<file path="src/rtl/muldiv_unit_if.sv">
// Launch/result bundle between the EX stage and the iterative multiply/divide unit.
// The EX stage is the master; muldiv_unit is the slave.
interface muldiv_unit_if #(
    parameter int WIDTH = 32
);
    logic             start;
    logic [1:0]       op;
    logic [WIDTH-1:0] srca;
    logic [WIDTH-1:0] srcb;
    logic             hi_we;
    logic             lo_we;
    logic [WIDTH-1:0] wdata;
    logic             busy;
    logic             done;
    logic [WIDTH-1:0] hi;
    logic [WIDTH-1:0] lo;

    modport master (
        output start, op, srca, srcb, hi_we, lo_we, wdata,
        input  busy, done, hi, lo
    );

    modport slave (
        input  start, op, srca, srcb, hi_we, lo_we, wdata,
        output busy, done, hi, lo
    );
endinterface

</file>
<file path="src/rtl/muldiv_unit.sv">
// Iterative MULT/MULTU/DIV/DIVU unit that owns the architectural HI/LO registers.
// One radix-2 step per cycle on operand magnitudes; signs are reapplied in FIX.
module muldiv_unit #(
    parameter int WIDTH = 32
) (
    input  logic          clk,
    input  logic          rst_n,
    muldiv_unit_if.slave  bus
);
    localparam int CW = $clog2(WIDTH);
    localparam logic [CW-1:0] LAST = CW'(WIDTH - 1);

    typedef enum logic [1:0] {
        IDLE,
        CALC,
        FIX
    } state_e;

    state_e           state_q;
    logic [CW-1:0]    count_q;
    logic [1:0]       op_q;
    logic             sa_q;
    logic             sb_q;
    logic [WIDTH-1:0] opnd_q;
    logic [WIDTH-1:0] acc_q;
    logic [WIDTH-1:0] shift_q;
    logic [WIDTH-1:0] hi_q;
    logic [WIDTH-1:0] lo_q;
    logic             done_q;

    logic             signedIn;
    logic [WIDTH-1:0] absA;
    logic [WIDTH-1:0] absB;
    logic [WIDTH:0]   mulSum;
    logic [WIDTH:0]   divShift;
    logic [WIDTH:0]   divTrial;
    logic             signedOp;
    logic [2*WIDTH-1:0] product;
    logic [2*WIDTH-1:0] productFix;
    logic [WIDTH-1:0] quotFix;
    logic [WIDTH-1:0] remFix;

    // op[0]==0 selects the signed variants (MULT, DIV).
    assign signedIn = ~bus.op[0];
    assign absA     = (signedIn && bus.srca[WIDTH-1]) ? -bus.srca : bus.srca;
    assign absB     = (signedIn && bus.srcb[WIDTH-1]) ? -bus.srcb : bus.srcb;

    assign mulSum   = {1'b0, acc_q} + (shift_q[0] ? {1'b0, opnd_q} : {(WIDTH+1){1'b0}});
    assign divShift = {acc_q, shift_q[WIDTH-1]};
    assign divTrial = divShift - {1'b0, opnd_q};

    assign signedOp   = ~op_q[0];
    assign product    = {acc_q, shift_q};
    assign productFix = (signedOp && (sa_q ^ sb_q)) ? -product : product;
    // A zero divisor leaves the dividend as remainder; only the quotient needs forcing.
    assign quotFix    = (opnd_q == '0) ? {WIDTH{1'b1}} :
                        ((signedOp && (sa_q ^ sb_q)) ? -shift_q : shift_q);
    assign remFix     = (signedOp && sa_q) ? -acc_q : acc_q;

    always_ff @(posedge clk or negedge rst_n) begin
        if (!rst_n) begin
            state_q <= IDLE;
            count_q <= '0;
            op_q    <= '0;
            sa_q    <= 1'b0;
            sb_q    <= 1'b0;
            opnd_q  <= '0;
            acc_q   <= '0;
            shift_q <= '0;
            hi_q    <= '0;
            lo_q    <= '0;
            done_q  <= 1'b0;
        end else begin
            done_q <= 1'b0;
            case (state_q)
                IDLE: begin
                    if (bus.start) begin
                        op_q    <= bus.op;
                        sa_q    <= bus.srca[WIDTH-1];
                        sb_q    <= bus.srcb[WIDTH-1];
                        acc_q   <= '0;
                        count_q <= '0;
                        // Divide keeps the divisor in opnd and shifts the dividend out as quotient.
                        if (bus.op[1]) begin
                            opnd_q  <= absB;
                            shift_q <= absA;
                        end else begin
                            opnd_q  <= absA;
                            shift_q <= absB;
                        end
                        state_q <= CALC;
                    end else begin
                        if (bus.hi_we) hi_q <= bus.wdata;
                        if (bus.lo_we) lo_q <= bus.wdata;
                    end
                end
                CALC: begin
                    if (op_q[1]) begin
                        if (!divTrial[WIDTH]) begin
                            acc_q <= divTrial[WIDTH-1:0];
                        end else begin
                            acc_q <= divShift[WIDTH-1:0];
                        end
                        shift_q <= {shift_q[WIDTH-2:0], ~divTrial[WIDTH]};
                    end else begin
                        acc_q   <= mulSum[WIDTH:1];
                        shift_q <= {mulSum[0], shift_q[WIDTH-1:1]};
                    end
                    count_q <= count_q + 1'b1;
                    if (count_q == LAST) begin
                        state_q <= FIX;
                    end
                end
                FIX: begin
                    if (op_q[1]) begin
                        hi_q <= remFix;
                        lo_q <= quotFix;
                    end else begin
                        hi_q <= productFix[2*WIDTH-1:WIDTH];
                        lo_q <= productFix[WIDTH-1:0];
                    end
                    done_q  <= 1'b1;
                    state_q <= IDLE;
                end
                default: state_q <= IDLE;
            endcase
        end
    end

    assign bus.busy = (state_q != IDLE);
    assign bus.done = done_q;
    assign bus.hi   = hi_q;
    assign bus.lo   = lo_q;
endmodule

</file>
<file path="src/flat_wrapper.sv">
// flat-port wrapper written by rule: the top's interface ports become plain ports
module muldiv_unit_flat 
#(
    parameter int WIDTH = 32
)
  (clk, rst_n, bus_start, bus_op, bus_srca, bus_srcb, bus_hi_we, bus_lo_we, bus_wdata, bus_busy, bus_done, bus_hi, bus_lo);
  muldiv_unit_if #(.WIDTH(WIDTH)) bus_i ();
  input  logic clk;
  input  logic rst_n;
  input wire logic [$bits(bus_i.start)-1:0] bus_start;
  input wire logic [$bits(bus_i.op)-1:0] bus_op;
  input wire logic [$bits(bus_i.srca)-1:0] bus_srca;
  input wire logic [$bits(bus_i.srcb)-1:0] bus_srcb;
  input wire logic [$bits(bus_i.hi_we)-1:0] bus_hi_we;
  input wire logic [$bits(bus_i.lo_we)-1:0] bus_lo_we;
  input wire logic [$bits(bus_i.wdata)-1:0] bus_wdata;
  output wire logic [$bits(bus_i.busy)-1:0] bus_busy;
  output wire logic [$bits(bus_i.done)-1:0] bus_done;
  output wire logic [$bits(bus_i.hi)-1:0] bus_hi;
  output wire logic [$bits(bus_i.lo)-1:0] bus_lo;
  assign bus_i.start = bus_start;
  assign bus_i.op = bus_op;
  assign bus_i.srca = bus_srca;
  assign bus_i.srcb = bus_srcb;
  assign bus_i.hi_we = bus_hi_we;
  assign bus_i.lo_we = bus_lo_we;
  assign bus_i.wdata = bus_wdata;
  assign bus_busy = bus_i.busy;
  assign bus_done = bus_i.done;
  assign bus_hi = bus_i.hi;
  assign bus_lo = bus_i.lo;
  muldiv_unit #(.WIDTH(WIDTH)) u_core (.clk(clk), .rst_n(rst_n), .bus(bus_i));
endmodule
</file>
<file path="config.mk">
export PLATFORM = sky130hd
export DESIGN_NAME = muldiv_unit_flat
export DESIGN_NICKNAME = d
export VERILOG_FILES = /design/src/rtl/muldiv_unit_if.sv /design/src/rtl/muldiv_unit.sv /design/src/flat_wrapper.sv
export SDC_FILE = /design/constraint.sdc
export NUM_CORES = 1
export LEC_CHECK = 0
export BUFFER_PORTS_ARGS = -buffer_cell sky130_fd_sc_hd__buf_4
export CAP_MARGIN = 20
export CORE_UTILIZATION = 50
export CTS_CLUSTER_SIZE = 12
export DETAILED_ROUTE_END_ITERATION = 10
export PLACE_DENSITY = 0.7
export REMOVE_ABC_BUFFERS = 1
export SYNTH_ARGS = -nofsm -noshare
export SYNTH_HDL_FRONTEND = slang
export SYNTH_SLANG_ARGS = --single-unit
</file>
<file path="constraint.sdc">
create_clock -name clk -period 4.04 [get_ports clk]
set_input_delay 0.808 -clock clk [delete_from_list [all_inputs] [get_ports clk]]
set_output_delay 0.808 -clock clk [all_outputs]
set_load 0.02 [all_outputs]
</file>
==> key figures, run 1 <==
Run status
  – Outcome: finished, final reports clean

Pwr
  – Total Power: ~18000 uW
  – Worst vdd ir: between 0.5 and 0.6 mV
  – Static leakage: 0.00762 uW
  – PwrDens: 996 nW/um2

CTS
  – CTS resizes: 0
  – Num CTS Buffers: 17
  – TritonCTS clock tree: built
  – Worst-path clk slew: 80 ps
  – CTS root buffer: clkbuf_16
  – CTS sink count: 172
  – H-Tree Depth: 4
  – Clock buffer depth: 2
  – Worst skew pair latency: 460 ps
  – Hold-fix buffers at CTS: 0
  – Post-CTS setup buffers: 0

Cells and area
  – Ant diodes: 0
  – Nets: between 2000 and 2500
  – Layout cells sized above 1: 14.9%
  – Fillcell total: 2711
  – Multi-input gate area: 10100 um2
  – Area Overhead vs Synth: 17.0%
  – Storage cell area: 4310 um2
  – Finished Core Util: 59.5%

Detailed routing
  – Drt wl/cell: 22.5 um
  – Remaining DRCs: 0
  – DRT iter0 DRCs: 1656
  – Post-DR vias/cell: 6.40
  – WL final: 55500 um
  – ANT nets after route: 0
  – Drt pass-1 iters: 5
  – Total number of vias: 15800

Worst hold path
  – Worst min-delay path class: in -> async

Placed design
  – Detail Placement HPWL: about 43000 um
  – Gpl congestion: 1.03
  – I/O Buffers: 168

Global routing
  – Initial antenna violation count: 0
  – Grt ovf: 0
  – First-pass GRT wire length: 85000 um
  – Largest net degree at the start of global routing: 96
  – Overall global routing resource usage: a little over a third
  – Vias in the first global route: 14600

Setup path
  – Critical path arrival: 4150 ps
  – Worst path slowest cell: a211oi_1
  – Worst-case reg-to-reg path depth: 14
  – Startpoint types: flop
  – Capturing point of the worst reg2reg path: u_core.acc_q[12]
  – Buf/Inv on CP: 3
  – CP Max Fanout: 14
  – Crit path kind: reg -> reg
  – FF-to-FF setup slack: 230 ps
  – CP dominant cell by count: buf_4
  – Worst EP required: 4380 ps
  – CP cell instances: inv_1, ha_1, fa_1, nand2b_1, a211oi_1, o2111a_1, o21ai_0, nor4b_1, buf_4, or3_1, nand2_1, buf_4, o211ai_1, a32o_1
  – Crit path max-delay family: compound AO/OA/AOI/OAI gates
  – Reg-to-reg critical path startpoint: u_core.shift_q[31]
  – Crit end category: flop
  – Crit-path max cell delay: 440 ps

Floorplan
  – Die Width: 176 um
  – I/O Pins: roughly 170
  – Die Area: 30900 um2
  – Die height: 176 um
  – Starting Density: 50.9%
  – # rows: 63
  – Core area: about 30000 um2

STA
  – Setup Skew: 14.8 ps
  – Fmax: 0.262 GHz
  – Final Setup Violations: 0
  – Worst-Margin Slew: 865 ps
  – Final min period: 3810 ps
  – Worst relative slew slack: 42.1%
  – Final hold violation count: 0
  – Unrepaired setup endpoints after global routing: false
  – Final slew viol count: 0
  – Fin crit share: 94.4%

Logic synthesis
  – Syn. warnings: 0
  – Top cells by count, synth: o21ai_0, nand2_1, a21oi_1, nor2_1, dfrtp_1
  – Main flop type after synthesis: dfrtp_1
  – Share of the synthesized area in the top cell type: 28.5%
  – Ys async rst share: 100%
  – Synthesized area: roughly 15000 um2
  – Top-count cell post-synth: o21ai_0
  – Avg Cell Area, Syn: 7.86 um2
  – Number of synthesized flops with an enable pin: 0
  – Synth top area cells: dfrtp_1, o21ai_0, ha_1
  – Register area share after synthesis: between 20% and 30%
  – Synthesized instance count: 1924
  – FF+latch count, synth: around 170
  – Leading area contributor after synthesis: dfrtp_1
  – Cell variety after synth: between 70 and 80

Flow run
  – Max-cap viol count: 0
[cells by family after synthesis]
logic type      share of synthesized area [%]
compound gates                           27.9
simple gates                             18.1
buf+inv                                  4.92
flops                                    28.5
xor+xnor                                 9.44
mux                                      5.05
fa+ha+maj                                6.06
[sequential cells by signal, indices dropped and copies added, names as in the netlist, 2 cells and up]
register,count
u_core.state_q,2
u_core.acc_q,32
u_core.bus.lo,32
u_core.bus.hi,32
u_core.count_q,5
u_core.shift_q,32
u_core.opnd_q,32
u_core.op_q,2
[final cells by class]
type / count / area share, %
repair buffers: 250 / 10.8
inverters: 65 / 1.38
flip-flops and latches: 172 / 24.3
well taps: 390 / 2.76
clock inverters: 14 / 1.10
clock buffers: 18 / 2.48
multi-input cells: 1556 / 57.1
[worst register-to-register path: cells and delay by family, from the launching register on]
kind	cells	cell delay, ps
adders and majority gates	2	620
and+or+nand+nor	4	960
DFF	1	350
AOI/OAI and AO/OA	5	1290
buffers and inverters	3	480
[per-stage QoR]
stage	hold slack [ps]	std cells	worst slack, ps	cell area (um2)	TNS [ps]
4_1_cts	260	2465	325	17700	0
2_1_floorplan	450	1793	-732	14600	-26660
5_1_grt	277	2465	25.0	17700	0
6_report	260	2465	226	17700	0
3_3_place_gp	463	2433	264	17100	0
3_5_place_dp	479	2433	210	17100	0
[per-layer routing]
metal | global-route usage [%] | wire length [um]
met5 | 0 | 0
met4 | 12.9 | 1710
met3 | 5.67 | 4640
met2 | 55.5 | 25000
met1 | 50.2 | 24200
[power breakdown]
part | total, uW | switching, uW | internal [uW] | leakage, uW
Sequential | 3660 | 1060 | 2590 | 0.00205
Combinational | 12200 | 7260 | 4930 | 0.00526
Clock | 1780 | 864 | 917 | 0.000308
Total | 17600 | 9190 | 8440 | 0.00762
[layout by cell type, fill, tap and decap left out, types with 9 or more instances in the layout]
master and n:
buf_4 246, o21ai_0 180, nand2_1 178, a21oi_1 174, nor2_1 173, dfrtp_1 171
xnor2_1 85, xor2_1 78, mux2i_1 74, ha_1 70, inv_1 62, a211oi_1 61
nor3_1 45, a21o_1 39, o211ai_1 25, nand3_1 25, nor4_1 24, nand4_1 23
a31oi_1 23, o31ai_1 23, a221o_1 23, nand2b_1 20, clkbuf_16 17, or3_1 16
a22oi_1 15, o41ai_1 14, and3_1 13, nor2b_1 12, o22ai_1 12, and2_1 11
or4_1 11, o21a_1 11, o221ai_1 9
[worst max-delay path by stage]
stage | depth (start not counted) | from | end
3_5_place_dp | 10 | bus_srca[10] | u_core.shift_q[29]
2_1_floorplan | 3 | bus_start | u_core.bus.hi[1]
5_1_grt | 15 | u_core.shift_q[0] | u_core.acc_q[29]
4_1_cts | 14 | u_core.shift_q[31] | u_core.acc_q[12]
6_report | 14 | u_core.shift_q[31] | u_core.acc_q[12]
3_3_place_gp | 10 | bus_srca[10] | u_core.shift_q[29]
No activity file was read; power rests on OpenSTA's default activity.
==> run 2: changes to the inputs <==
--- a/config.mk
+++ b/config.mk
@@ -7,11 +7,13 @@
 export LEC_CHECK = 0
 export BUFFER_PORTS_ARGS = -buffer_cell sky130_fd_sc_hd__buf_4
 export CAP_MARGIN = 20
+export CORE_MARGIN = 2
 export CORE_UTILIZATION = 50
 export CTS_CLUSTER_SIZE = 12
 export DETAILED_ROUTE_END_ITERATION = 10
 export PLACE_DENSITY = 0.7
 export REMOVE_ABC_BUFFERS = 1
+export SETUP_SLACK_MARGIN = 0.3
 export SYNTH_ARGS = -nofsm -noshare
 export SYNTH_HDL_FRONTEND = slang
 export SYNTH_SLANG_ARGS = --single-unit
==> run 2 against run 1 <==
- sequential share of layout area is 0.084 points lower
- utilization is 0.21 points higher
- total power is 1.2% higher
- clock power hardly changed
- critical endpoint is now u_core.bus.hi[13]
- critical path depth is 5 lower
- largest cell class unchanged
- via count is 0.61% higher
==> key figures, run 2 (synthesized netlist as in run 1, its figures left out) <==
Run status
  – Outcome: finished, final reports clean

CTS
  – Worst-path clk slew: approximately 90 ps
  – CTS sink count: 172
  – Num CTS Buffers: 17
  – Clock buffer depth: 2
  – Worst skew pair latency: 470 ps
  – H-Tree Depth: 4
  – Hold-fix buffers at CTS: 0
  – CTS root buffer: clkbuf_16
  – TritonCTS clock tree: built

Cells and area
  – Commonest non-fill, non-tap cell in the layout: buf_4
  – Layout cells sized above 1: 15.5%
  – Final cell count without fillers: approximately 2500
  – Area Overhead vs Synth: 17.4%
  – Commonest non-fill, non-tap cells in the layout: buf_4, o21ai_0, nand2_1
  – Nets: 2245
  – Finished Core Util: 59.7%

Placed design
  – Detail Placement HPWL: between 40000 and 50000 um
  – Placed Cells: 2441
  – Gpl congestion: 0.991
  – I/O Buffers: 168

STA
  – Fin crit share: 89.3%
  – Setup Skew: about 18 ps
  – Final Setup Violations: 0
  – Worst-Margin Slew: 887 ps
  – Final slew viol count: 0
  – Hold_ws: 332 ps
  – Final min period: 3610 ps
  – Final hold violation count: 0
  – Total negative slack: 0 ps
  – Fmax: 0.277 GHz
  – Unrepaired setup endpoints after global routing: true
  – Worst relative slew slack: 40.7%

Global routing
  – First-pass GRT wire length: 86700 um
  – Largest net degree at the start of global routing: 70
  – Grt ovf: 0
  – Overall global routing resource usage: 35.9%
  – Vias in the first global route: 14800
  – Initial antenna violation count: 0

Detailed routing
  – Routed metal-1 wirelength: 24900 um
  – Highest metal used: met4
  – Drt pass-1 iters: 5
  – Drt wl/cell: 22.9 um
  – Total number of vias: 15900
  – Post-DR vias/cell: 6.42
  – ANT nets after route: 0
  – DRT iter0 DRCs: 1750
  – Met2 wire length: 25200 um
  – WL final: between 50000 and 60000 um
  – Routed wl met3: 4630 um
  – Remaining DRCs: 0

Setup path
  – Crit end category: flop
  – Worst setup startpoint: u_core.shift_q[12]
  – Reg-to-reg critical path startpoint: u_core.shift_q[12]
  – CP Max Fanout: 7
  – Crit-path max cell delay: ~570 ps
  – CP cell instances: or4_4, or4b_4, or4_4, or4b_4, o31ai_4, a21oi_1, xor2_1, nand2_1, o21ai_1
  – Worst setup endpoint: u_core.bus.hi[13]
  – Worst-case reg-to-reg path depth: 9
  – Crit path kind: reg -> reg
  – Critical path arrival: 4000 ps
  – Worst path slowest cell: or4_4
  – Startpoint types: flop
  – FF-to-FF setup slack: 430 ps
  – Capturing point of the worst reg2reg path: u_core.bus.hi[13]
  – Worst EP required: 4430 ps

Floorplan
  – Starting Density: approximately half
  – Die Width: 178 um
  – Die height: approximately 180 um
  – Die Area: roughly 32000 um2
  – I/O Pins: around 170
  – Core area: 29700 um2
  – # rows: 63

Pwr
  – Worst vdd ir: 0.540 mV
  – Static leakage: 0.00765 uW
  – Total Power: 17800 uW
  – PwrDens: 1010 nW/um2

Worst hold path
  – Worst min-delay path class: in -> async

Flow run
  – Max-cap viol count: 0
## run 2: cell count changes in the layout (fill, tap and decap cells not counted), sizes merged
| cell | previous run | this run |
|---|---|---|
| diode | 0 | 1 |
| bufinv | 1 | 2 |
| buf | 250 | 258 |
| clkinv | 8 | 4 |
| clkinvlp | 0 | 3 |
## run 2: power by group
group	leakage [uW]	switching (uW)	internal, uW	total [uW]
Combinational	0.00531	7450	5020	12500
Sequential	0.00205	997	2590	3590
Clock	0.000289	834	939	1770
## run 2: how the worst min path moves through the flow
stage	end	from	slack, ps	cells after the start
floorplan	u_core.count_q[3]	u_core.count_q[3]	450	1
global placement	u_core.bus.lo[18]	u_core.bus.lo[18]	460	2
detailed placement	u_core.bus.lo[21]	u_core.bus.lo[21]	480	2
CTS	u_core.acc_q[28]	rst_n	360	1
global route	u_core.acc_q[28]	rst_n	380	1
finish	u_core.acc_q[28]	rst_n	330	1
## run 2: worst max-delay path, delay by kind of cell (launching register included)
kind / cells / cell delay [ps]
AO/OA/AOI/OAI: 3 / 500
XOR/XNOR: 1 / 270
AND/OR/NAND/NOR: 5 / 2300
flip-flops: 1 / 460
## run 2: repair_timing
item | in CTS | in global routing
endpoints found under the setup margin | 0 | 12
setup buffers | 0 | 0
resized for setup | 0 | 7
## run 2: area by class of cell
| cell class | instances | area (um2) |
|---|---|---|
| Antenna cell | 1 | 2.50 |
| Clock buffer | 18 | 429 |
| Clock inverter | 14 | 180 |
| Fill cell | 2748 | 12000 |
| Inverter | 65 | 244 |
| Multi-Input combinational cell | 1556 | 10100 |
| Sequential cell | 172 | 4310 |
| Tap cell | 390 | 488 |
| Timing Repair Buffer | 258 | 1980 |
## run 2: routing by layer
layer / vias up / GRT usage [%]
li1: 7350 / -
met1: 7697 / 50.7
met2: 729 / 54.7
met3: 106 / 6.34
met4: 0 / 13.1
met5: - / 0
## run 2: through the flow
step                      cell area [um2]  setup slack, ps
final                               17700              431
after global routing                17700              295
after CTS                           17700              416
after detailed placement            17100              266
after global placement              17100              301
after floorplan                     14600             -732
==> run 3: changes to the inputs <==
--- a/config.mk
+++ b/config.mk
@@ -5,13 +5,14 @@
 export SDC_FILE = /design/constraint.sdc
 export NUM_CORES = 1
 export LEC_CHECK = 0
+export ABC_AREA = 1
 export BUFFER_PORTS_ARGS = -buffer_cell sky130_fd_sc_hd__buf_4
 export CAP_MARGIN = 20
 export CORE_MARGIN = 2
 export CORE_UTILIZATION = 50
 export CTS_CLUSTER_SIZE = 12
 export DETAILED_ROUTE_END_ITERATION = 10
-export PLACE_DENSITY = 0.7
+export PLACE_DENSITY = 0.69
 export REMOVE_ABC_BUFFERS = 1
 export SETUP_SLACK_MARGIN = 0.3
 export SYNTH_ARGS = -nofsm -noshare
==> run 3 against run 2 <==
- synthesized cell count up 62%
- largest cell class unchanged
- final area rose by 16%
- synthesized area increased by 20%
- non-clock buffer count decreased by 49
- sequential power increased by 8.1%
- sequential cell count did not move
- clock skew increased by 0.68 ps
- total power grew 15%
- critical endpoint is now u_core.acc_q[21]
==> key figures, run 3 <==
Run status
  – Outcome: finished, final reports clean

STA
  – Final slew viol count: 0
  – Setup Skew: roughly 19 ps
  – Fin crit share: 75.5%
  – Final min period: between 3000 and 4000 ps
  – Total negative slack: 0 ps
  – Unrepaired setup endpoints after global routing: false
  – Final hold violation count: 0
  – Worst-Margin Slew: just under 1000 ps
  – Worst relative slew slack: 33.7%
  – Fmax: 0.328 GHz
  – Final Setup Violations: 0

Global routing
  – Initial antenna violation count: 1
  – Grt ovf: 0
  – Largest net degree at the start of global routing: 96
  – Overall global routing resource usage: 38.8%
  – First-pass GRT wire length: 114000 um
  – Vias in the first global route: 20000

Cells and area
  – Ant diodes: 0
  – Commonest non-fill, non-tap cells in the layout: nand2_1, inv_1, nand3_1
  – Layout cells sized above 1: 9.17%
  – Nets: 3414
  – Commonest non-fill, non-tap cell in the layout: nand2_1
  – Area Overhead vs Synth: 12.9%
  – Final cell count without fillers: 3712
  – Fillcell total: 3649
  – Cell area after layout: 20500 um2

Detailed routing
  – Remaining DRCs: 0
  – Drt wl/cell: 19.8 um
  – Drt pass-1 iters: 7
  – DRT iter0 DRCs: 2394
  – Post-DR vias/cell: 5.80
  – Total number of vias: 21500
  – WL final: 73600 um
  – ANT nets after route: 0

Placed design
  – Detail Placement HPWL: approximately 60000 um
  – Cell Area, Placed: 19900 um2
  – I/O Buffers: roughly 170
  – Gpl congestion: between 1 and 1.5
  – Placed Cells: 3681

Logic synthesis
  – Synthesized area: 18200 um2
  – Post-Synth Simple-Gate Area: 40.9%
  – Cell variety after synth: 54
  – Main combinational cell family by area after synthesis: simple AND/OR/NAND/NOR gates
  – Top-count cell post-synth: nand2_1
  – Avg Cell Area, Syn: 5.83 um2
  – Ys async rst share: 100%
  – Adder-Cell Fraction of Synth Area: 5.04%
  – Synth Area in XOR/XNOR: between 2 and 3%
  – Syn. warnings: 0
  – Leading area contributor after synthesis: dfrtp_1
  – Share of the synthesized area in the top cell type: 23.7%
  – Multiplexer share of the synthesized area: 0%
  – Synthesized instance count: 3116
  – Register area share after synthesis: 23.7%
  – Number of synthesized flops with an enable pin: 0
  – Top cells by count, synth: nand2_1, inv_1, nand3_1
  – Synth top area cells: dfrtp_1, nand2_1, nand3_1
  – Compound-Gate Fraction of Synth Area: 15.8%
  – Main flop type after synthesis: dfrtp_1
  – FF+latch count, synth: 172

Floorplan
  – Core area: 35700 um2
  – Die Width: between 150 and 200 um
  – # rows: 69
  – I/O Pins: around 170
  – Starting Density: 50.9%
  – Die height: 195 um
  – Die Area: 37900 um2

Pwr
  – Static leakage: 0.0108 uW
  – PwrDens: about 1000 nW/um2
  – Worst vdd ir: 0.868 mV

CTS
  – TritonCTS clock tree: built
  – CTS root buffer: clkbuf_16
  – Worst skew pair latency: 470 ps
  – Post-CTS setup buffers: 0
  – Worst-path clk slew: 70 ps
  – Hold-fix buffers at CTS: 0
  – H-Tree Depth: 4
  – Num CTS Buffers: 17
  – Clock buffer depth: 2
  – CTS sink count: 172
  – CTS resizes: 0

Setup path
  – Critical path arrival: 3450 ps
  – Worst EP required: about 4400 ps
  – Crit path kind: reg -> reg
  – CP Max Fanout: 30
  – Startpoint types: flop
  – Crit end category: flop

Worst hold path
  – Worst min-delay path class: in -> async

Flow run
  – Max-cap viol count: 0
run 3: power breakdown:
group          internal, uW  switching, uW  total, uW
Clock                   980            839       1820
Sequential             2630           1260       3880
Combinational          4920           9890      14800
run 3: worst paths after layout:
| kind | from | to | slack (ps) | cells past startpoint |
|---|---|---|---|---|
| setup reg to reg | u_core.acc_q[18] | u_core.acc_q[21] | 990 | 12 |
| hold reg to reg | u_core.op_q[0] | u_core.op_q[0] | 490 | 2 |
| max in group asynchronous | rst_n | u_core.bus.lo[7] | 2490 | 2 |
| hold / removal | rst_n | u_core.sa_q | 400 | 1 |
| setup / recovery | u_core.acc_q[18] | u_core.acc_q[21] | 990 | 12 |
| min in group clk | u_core.op_q[0] | u_core.op_q[0] | 490 | 2 |
run 3: final cells by class:
class | instances | area, um2 | share of cell area, %
clock buffers | 20 | 467 | 2.27
multi-input cells | 2394 | 11800 | 57.4
repair buffers | 209 | 1570 | 7.67
flip-flops and latches | 172 | 4310 | 21.0
inverters | 445 | 1670 | 8.14
well taps | 461 | 577 | 2.81
clock inverters | 11 | 150 | 0.732
run 3: metal layers:
layer / vias up / GRT usage [%] / wire length, um
met4: 2 / 15.5 / 2850
met5: - / 0 / 13
met3: 139 / 8.14 / 7780
met1: 9975 / 54.4 / 31800
li1: 10300 / - / -
met2: 1134 / 58.1 / 31100
run 3: worst max-delay path: stages, from the launching register on:
cell	delay, ps
dfrtp_1	680
ha_1	380
a21oi_1	250
nand2_1	110
nand2_1	70
nand2_1	90
a21oi_4	270
nand3_4	200
nand2_4	380
nand3_1	230
nand3_1	190
nand2_1	70
nand2_1	60
run 3: cell families (layout without fill, tap and decap cells):
family	Yosys count	in the layout
buf+inv	550	685
xor+xnor	60	60
flops	172	172
compound gates	500	500
fa+ha+maj	72	72
simple gates	1762	1762
run 3: through the flow:
stage / power [uW] / utilization (%) / worst slack (ps) / hold slack [ps]
finish: 20500 / 57.5 / 990 / 404
global route: 22300 / 57.5 / 817 / 518
CTS: 20100 / 57.5 / 1110 / 470
detailed placement: 18200 / 55.8 / 1120 / 476
global placement: 18000 / 55.8 / 1100 / 467
floorplan: 13400 / - / -1940 / 453
